<file path="src/rtl/debounce_fsm.sv">
// Switch debouncer: two-flop synchronizer, free-running sample-tick divider,
// and a four-state hold FSM that accepts a new level only after it has been
// stable for STABLE_TICKS consecutive sample ticks.
module debounce_fsm #(
  parameter int N            = 20,
  parameter int STABLE_TICKS = 3
) (
  input  logic CLK,
  input  logic reset,
  input  logic sw,
  output logic db_level,
  output logic db_tick
);

  typedef enum logic [1:0] {
    ZERO  = 2'b00,
    WAIT1 = 2'b01,
    ONE   = 2'b10,
    WAIT0 = 2'b11
  } state_t;

  // Hold counter reload value: the final tick is the one seen with cnt == 0.
  localparam logic [3:0] LOAD = 4'(STABLE_TICKS - 1);

  logic         s1_q;
  logic         sw_s_q;
  logic [N-1:0] tick_q;
  logic [N-1:0] tick_d;
  logic         m_tick;
  state_t       state_q;
  logic [3:0]   cnt_q;

  assign tick_d = tick_q + 1'b1;
  assign m_tick = &tick_q;

  // Two-flop synchronizer bringing the raw switch into the CLK domain.
  always_ff @(posedge CLK or posedge reset) begin
    if (reset) begin
      s1_q   <= 1'b0;
      sw_s_q <= 1'b0;
    end else begin
      s1_q   <= sw;
      sw_s_q <= s1_q;
    end
  end

  // Sample-tick divider: free-running in every state, cleared only by reset.
  always_ff @(posedge CLK or posedge reset) begin
    if (reset) begin
      tick_q <= '0;
    end else begin
      tick_q <= tick_d;
    end
  end

  // Hold FSM: a return to the current level always beats a pending tick.
  always_ff @(posedge CLK or posedge reset) begin
    if (reset) begin
      state_q <= ZERO;
      cnt_q   <= 4'd0;
    end else begin
      case (state_q)
        ZERO: begin
          if (sw_s_q) begin
            state_q <= WAIT1;
            cnt_q   <= LOAD;
          end
        end
        WAIT1: begin
          if (!sw_s_q) begin
            state_q <= ZERO;
          end else if (m_tick) begin
            if (cnt_q == 4'd0) begin
              state_q <= ONE;
            end else begin
              cnt_q <= cnt_q - 1'b1;
            end
          end
        end
        ONE: begin
          if (!sw_s_q) begin
            state_q <= WAIT0;
            cnt_q   <= LOAD;
          end
        end
        WAIT0: begin
          if (sw_s_q) begin
            state_q <= ONE;
          end else if (m_tick) begin
            if (cnt_q == 4'd0) begin
              state_q <= ZERO;
            end else begin
              cnt_q <= cnt_q - 1'b1;
            end
          end
        end
        default: begin
          state_q <= ZERO;
        end
      endcase
    end
  end

  // Level follows the accepted state; the press pulse fires in the accepting cycle.
  assign db_level = (state_q == ONE) || (state_q == WAIT0);
  assign db_tick  = (state_q == WAIT1) && sw_s_q && m_tick && (cnt_q == 4'd0);

endmodule

</file>
<file path="config.mk">
export PLATFORM = sky130hd
export DESIGN_NAME = debounce_fsm
export DESIGN_NICKNAME = d
export VERILOG_FILES = /design/src/rtl/debounce_fsm.sv
export SDC_FILE = /design/constraint.sdc
export NUM_CORES = 1
export LEC_CHECK = 0
export ABC_AREA = 0
export CAP_MARGIN = 20
export CORE_MARGIN = 1
export CORE_UTILIZATION = 53
export CTS_CLUSTER_DIAMETER = 100
export DETAILED_ROUTE_END_ITERATION = 7
export GPL_ROUTABILITY_DRIVEN = 1
export PLACE_DENSITY = 0.76
export SETUP_SLACK_MARGIN = 0.05
export SLEW_MARGIN = 40
export SYNTH_ARGS = -nofsm -noshare
export SYNTH_HDL_FRONTEND = slang
export SYNTH_SLANG_ARGS = --single-unit
</file>
<file path="constraint.sdc">
create_clock -name CLK -period 2.26 [get_ports CLK]
set_clock_uncertainty 0.2 [all_clocks]
set_input_delay 0.565 -clock CLK [delete_from_list [all_inputs] [get_ports CLK]]
set_output_delay 0.565 -clock CLK [all_outputs]
set_load 0.05 [all_outputs]
</file>
==> results.yml, run 1 <==
logic_synthesis:
  ys_ff_latch: 28
  async_flop_share_pct: 100.0
  synth.avg_cell_area_um2: 11.25
  yosys_warnings: 0
  synth_mux_area_share_pct: 1.121
  syn_nets: 125
  synth_top_family_by_area: "simple AND/OR/NAND/NOR gates"
  synth_xor_area_share_pct: 12.43
  ys_types: 29
  synth_compound_area_share_pct: 4.393
  synth-adder-area-share_pct: 2.804
  yosys.area_share.simple_pct: 24.95
  synth_edf_count: 0
  synth_ff_type: "dfrtp_1"
  syn_inst: 119
  yosysSeqAreaShare_pct: 52.34
  syn_area_um2: 1339
worst_setup_path:
  cp_max_fo: 2
  cp.required_ns: 1.49
  startpoint_type: "flop"
  cp_num_buf_inv: 1
  path_depth: 6
  slowest_stage: "dfrtp_1"
  arrival_ns: 1.86
  end_kind: "output pin"
  crit_path_end: "db_tick"
  critPathKind: "reg2out"
  max_stage_delay_ns: 0.39
  cp-startpoint: "tick_q[1]$_DFF_PP0_"
  rr_endpoint: "cnt_q[0]$_DFFE_PP0P_"
  worst_path_dominant_cell_family: "simple AND/OR/NAND/NOR gates"
  path_cells: "ha_2, nand4_1, nor4_4, and4_4, and3b_2, buf_12"
  r2r-start: "cnt_q[1]$_DFFE_PP0P_"
  r2r_cells: 6
  ff2ff_setup_slack_ns: 0.27
timing:
  rsz0062_at_grt: "yes"
  tns_ns: -0.3610
  tightestPinTransition_ns: 0.5271
  worst_slack_ns: -0.3610
  min_period_ns: 2.621
  final_hold_viol_count: 0
  max-slew-margin-rel_pct: 64.79
  setup_viol: 1
  fmax_mhz: 381.5
  maxSlewViolCount: 0
  period_share_pct: 116.0
detailed_routing:
  wl_per_cell_um: 14.37
  viasPerCell: 5.448
  first_iter_violations: 25
  drtPass1Iterations: 4
  drc_errors: 0
  vias: 948
  postRouteAntennaNets: 0
  wirelength_um: 2501
grt:
  overflow: 0
  grt_antenna_before_repair: 0
  grt_pass1_wl_um: 4181
  grt_start_max_net_pins: 29
  track_usage_pct: 22.01
  grt_pass1_vias: 896
clock_network:
  tritoncts: "built"
  cts_htree_levels: 1
  clockRootBuffer: "clkbuf_4"
  clk_latency_ns: 0.33
  path_clk_slew_ns: 0.15
  cts_sinks: 28
  numCtsBuffers: 3
  clockBufferDepth: 2
  holdBufCountCts: 0
pwr:
  p_int_uw: 624.1
  power_uw: 797.4
  power_switching_uw: 173.3
  switching_share_pct: 21.73
  total_leakage_power_nw: 0.8233
  seq_power_share_pct: 64.2
  pwr-share-clk_pct: 30.4
  comb_power_share_pct: 5.4
  ir_worst_vdd_mv: 0.5130
  p_per_area_nw_per_um2: 493.7
layout:
  final_layout_size_suffix_gt1_share_pct: 26.71
  nets: 153
  insertedDiodeCount: 0
  stdcell_area_um2: 1615
  fill_cells: 169
  multi_input_area_um2: 619.3
  area_growth_pct: 20.65
  fin_util_pct: 70.32
  regArea_um2: 700.7
  final_cell_mix: "dfrtp_1 (28), buf_4 (22), xnor2_1 (11)"
  final_common_cell: "dfrtp_1"
placed_design:
  hpwl_um: 1847
  dp_slack_ns: 0.01470
  port_buffers: 4
  placed_area_um2: 1574
  gp_congestion: 0.7990
die:
  die-area_um2: 2731
  initial_core_util_pct: 58.28
  rows: 17
  dieWidth_um: 52.26
  die_h_um: 52.26
  core_um2: 2297
  ios: 5
min_path:
  worstHoldPathType: "reg2reg"
run_status:
  outcome: "finished, violations left"
  violations: "setup timing"
run:
  maxCapViolations: 0
==> worst min-delay path by stage <==
stage / to / cells past startpoint / startpoint / slack [ns]
detailed placement: sw_s_q$_DFF_PP0_ / 0 / s1_q$_DFF_PP0_ / 0.15
global placement: sw_s_q$_DFF_PP0_ / 0 / s1_q$_DFF_PP0_ / 0.14
finish: sw_s_q$_DFF_PP0_ / 0 / s1_q$_DFF_PP0_ / 0.18
CTS: sw_s_q$_DFF_PP0_ / 0 / s1_q$_DFF_PP0_ / 0.18
floorplan: sw_s_q$_DFF_PP0_ / 0 / s1_q$_DFF_PP0_ / 0.13
global route: sw_s_q$_DFF_PP0_ / 0 / s1_q$_DFF_PP0_ / 0.20
==> cell usage after synthesis, types with 2 or more instances <==
master    n  share of area [%]
nor2b_1   2               0.93
nand2_1  10                2.8
nor3_1    3                1.1
nor4_1    3                1.4
dfrtp_1  28                 52
nand3_1   7                2.6
and3_2    4                2.2
a221o_1   2                1.5
a31oi_1   2               0.93
nor3b_1   4                2.2
a21oi_1   2               0.75
nand4_1   4                1.9
inv_1     5                1.4
and3_1    4                1.9
nor2_1    6                1.7
ha_1      3                2.8
xnor2_1  11                7.2
xor2_1    8                5.2
==> power by group through the flow <==
stage / Sequential [mW] / Clock, mW / Combinational, mW
2_1_floorplan: 0.518 / 0 / 0.0267
3_3_place_gp: 0.521 / 0 / 0.0413
3_5_place_dp: 0.521 / 0 / 0.0429
4_1_cts: 0.512 / 0.248 / 0.0431
5_1_grt: 0.513 / 0.265 / 0.0486
6_report: 0.512 / 0.242 / 0.0428
==> state kept, by name (all words and copies together) (netlist names), named ones only <==
name     count
cnt_q        4
state_q      1
tick_q      20
s1_q         1
sw_s_q       1
==> logic make-up after synthesis <==
group | after synthesis
compound gates | 8
buf+inv | 7
simple gates | 53
xor+xnor | 19
fa+ha+maj | 3
mux | 1
flops | 28
==> per-stage QoR <==
stage / instances / hold slack, ns
floorplan: 119 / 0.1312
detailed placement: 170 / 0.1484
global placement: 170 / 0.1362
finish: 174 / 0.1793
global route: 174 / 0.1973
CTS: 174 / 0.1806
==> layout make-up <==
cell class | count | area share (%)
multi-input combinational | 84 | 38.34
timing repair buffer | 25 | 12.70
inverter | 5 | 1.162
tap | 28 | 2.169
clock buffer | 4 | 2.246
sequential | 28 | 43.38
==> layer usage <==
layer | part of all wire, % | GRT usage [%] | vias to the layer above
met5 | 0 | 0 | -
met3 | 1.1 | 3.478 | 4
li1 | - | - | 473
met1 | 48 | 29.06 | 465
met2 | 49 | 35.26 | 6
met4 | 1.9 | 10.53 | 0
==> timing repair <==
item                                    CTS  global route
gates resized for setup                   0             1
cloned                                    0             0
endpoints found under the setup margin    1             1
buffers inserted                          0             0
(Power assumes the default switching activity.)
==> inputs of run 2 (changes only) <==
==> constraint.sdc (replaced) <==
create_clock -name CLK -period 2.26 [get_ports CLK]
set_clock_uncertainty 0.2 [all_clocks]
set_input_delay 0.452 -clock CLK [delete_from_list [all_inputs] [get_ports CLK]]
set_output_delay 0.452 -clock CLK [all_outputs]
set_load 0.05 [all_outputs]
==> results.yml, run 2 (synthesized netlist as in run 1, its figures left out) <==
clock_network:
  holdBufCountCts: 0
  path_clk_slew_ns: 0.14
  clockBufferDepth: 2
  cts_htree_levels: 1
  numCtsBuffers: 3
  cts_sinks: 28
  clockRootBuffer: "clkbuf_4"
  clk_latency_ns: 0.32
  tritoncts: "built"
layout:
  insertedDiodeCount: 0
  largestRegisters: "tick_q (20), cnt_q (4)"
  final_layout_size_suffix_gt1_share_pct: 21.48
  multi_input_area_um2: 624.3
  max_flop_register: "tick_q"
  fin_util_pct: 66.78
  stdcell_area_um2: 1534
  final_cell_mix: "dfrtp_1 (27), xnor2_1 (11), buf_4 (11)"
  regArea_um2: 701.9
  largest_reg_flops: 20
  area_growth_pct: 14.58
  nets: 143
  fill_cells: 185
  final_common_cell: "dfrtp_1"
worst_setup_path:
  startpoint_type: "flop"
  cp.required_ns: 1.61
  arrival_ns: 1.90
  r2r-start: "tick_q[1]$_DFF_PP0_"
  rr_endpoint: "cnt_q[2]$_DFFE_PP0P_"
  path_cells: "nand4_4, nor4_4, and4_4, and3b_2, buf_12"
  ff2ff_setup_slack_ns: 0.27
  cp_max_fo: 5
  slowest_stage: "dfrtp_2"
  max_stage_delay_ns: 0.45
  r2r_cells: 7
  critPathKind: "reg2out"
  end_kind: "output pin"
grt:
  grt_start_max_net_pins: 29
  grt_pass1_wl_um: 4257
  track_usage_pct: 21.56
  grt_pass1_vias: 946
  overflow: 0
  grt_antenna_before_repair: 0
placed_design:
  hpwl_um: 1694
  gp_congestion: 0.8221
  port_buffers: 4
  placed_area_um2: 1464
die:
  initial_core_util_pct: 58.28
  die-area_um2: 2731
  dieWidth_um: 52.26
  ios: 5
  die_h_um: 52.26
  core_um2: 2297
  rows: 17
detailed_routing:
  wirelength_um: 2314
  first_iter_violations: 11
  viasPerCell: 5.718
  postRouteAntennaNets: 0
  drtPass1Iterations: 4
  wl_per_cell_um: 14.20
  drc_errors: 0
  vias: 932
pwr:
  power_uw: 746.6
  p_per_area_nw_per_um2: 486.7
  total_leakage_power_nw: 0.7630
  ir_worst_vdd_mv: 0.3074
min_path:
  hold_depth: 0
  min_to: "sw_s_q$_DFF_PP0_"
  worstHoldPathType: "reg2reg"
  holdCritStartpoint: "s1_q$_DFF_PP0_"
timing:
  tightestPinTransition_ns: 0.5131
  setup_viol: 1
  final_hold_viol_count: 0
  max-slew-margin-rel_pct: 65.53
  period_share_pct: 112.8
  maxSlewViolCount: 0
  min_period_ns: 2.550
  worst_slack_ns: -0.2898
  rsz0062_at_grt: "yes"
  fmax_mhz: 392.2
run_status:
  outcome: "finished, violations left"
  violations: "setup timing"
run:
  maxCapViolations: 0
[run 2: cell count changes in the layout (fill, tap and decap cells not counted), sizes merged]
cell,before,now
buf,23,12
dlygate4sd2,0,1
clkbuf,4,3
[run 2: what timing repair did]
item / CTS / global route
setup buffers: 5 / 0
endpoints found under the setup margin: 2 / 3
resized for setup: 3 / 1
[run 2: how the worst max path moves through the flow]
stage / cells after the start / slack, ns / start / to
CTS: 6 / -0.28 / tick_q[1]$_DFF_PP0_ / db_tick
detailed placement: 6 / 0.05 / tick_q[0]$_DFF_PP0_ / db_tick
global placement: 5 / 0.08 / tick_q[10]$_DFF_PP0_ / db_tick
global route: 6 / -0.44 / tick_q[0]$_DFF_PP0_ / db_tick
finish: 5 / -0.29 / tick_q[10]$_DFF_PP0_ / db_tick
floorplan: 5 / -0.05 / tick_q[0]$_DFF_PP0_ / db_tick
[run 2: cell type report]
class,count,share of cell area (%)
Clock buffer,3,1.468
Inverter,5,1.223
Multi-Input combinational cell,84,40.70
Sequential cell,28,45.76
Tap cell,28,2.284
Timing Repair Buffer,15,8.564
[run 2: per-stage QoR]
stage / std cells / setup TNS (ns) / worst slack, ns / hold WS (ns)
detailed placement: 155 / 0 / 0.04915 / 0.1363
floorplan: 119 / -0.04942 / -0.04942 / 0.1312
CTS: 163 / -0.2822 / -0.2822 / 0.1684
global route: 163 / -0.4377 / -0.4377 / 0.1711
finish: 163 / -0.2898 / -0.2898 / 0.1709
global placement: 155 / 0 / 0.08111 / 0.1351
[run 2: critical path: cells and delay by family, from the launching register on]
kind / cells / cell delay (ns)
buf+inv: 1 / 0.14
flops: 1 / 0.45
simple gates: 4 / 0.99
[run 2: routing by layer]
metal / track usage [%] / share of wire (%) / up-vias
li1: - / - / 456
met1: 29.76 / 49 / 464
met2: 34.19 / 48 / 8
met3: 3.478 / 1.5 / 4
met4: 7.895 / 1.2 / 0
met5: 0 / 0 / -
[run 2: power breakdown]
part	switching, mW	internal [mW]	total [mW]	leakage (nW)
Sequential	0.00465	0.507	0.511	0.364
Combinational	0.0219	0.0154	0.0373	0.385
Clock	0.136	0.0624	0.198	0.0138
==> inputs of run 3 (changes only) <==
- CTS_CLUSTER_DIAMETER: 100 -> 30
==> results of run 3 <==
No change in the layout: final DEF, timing and power equal those of run 2.
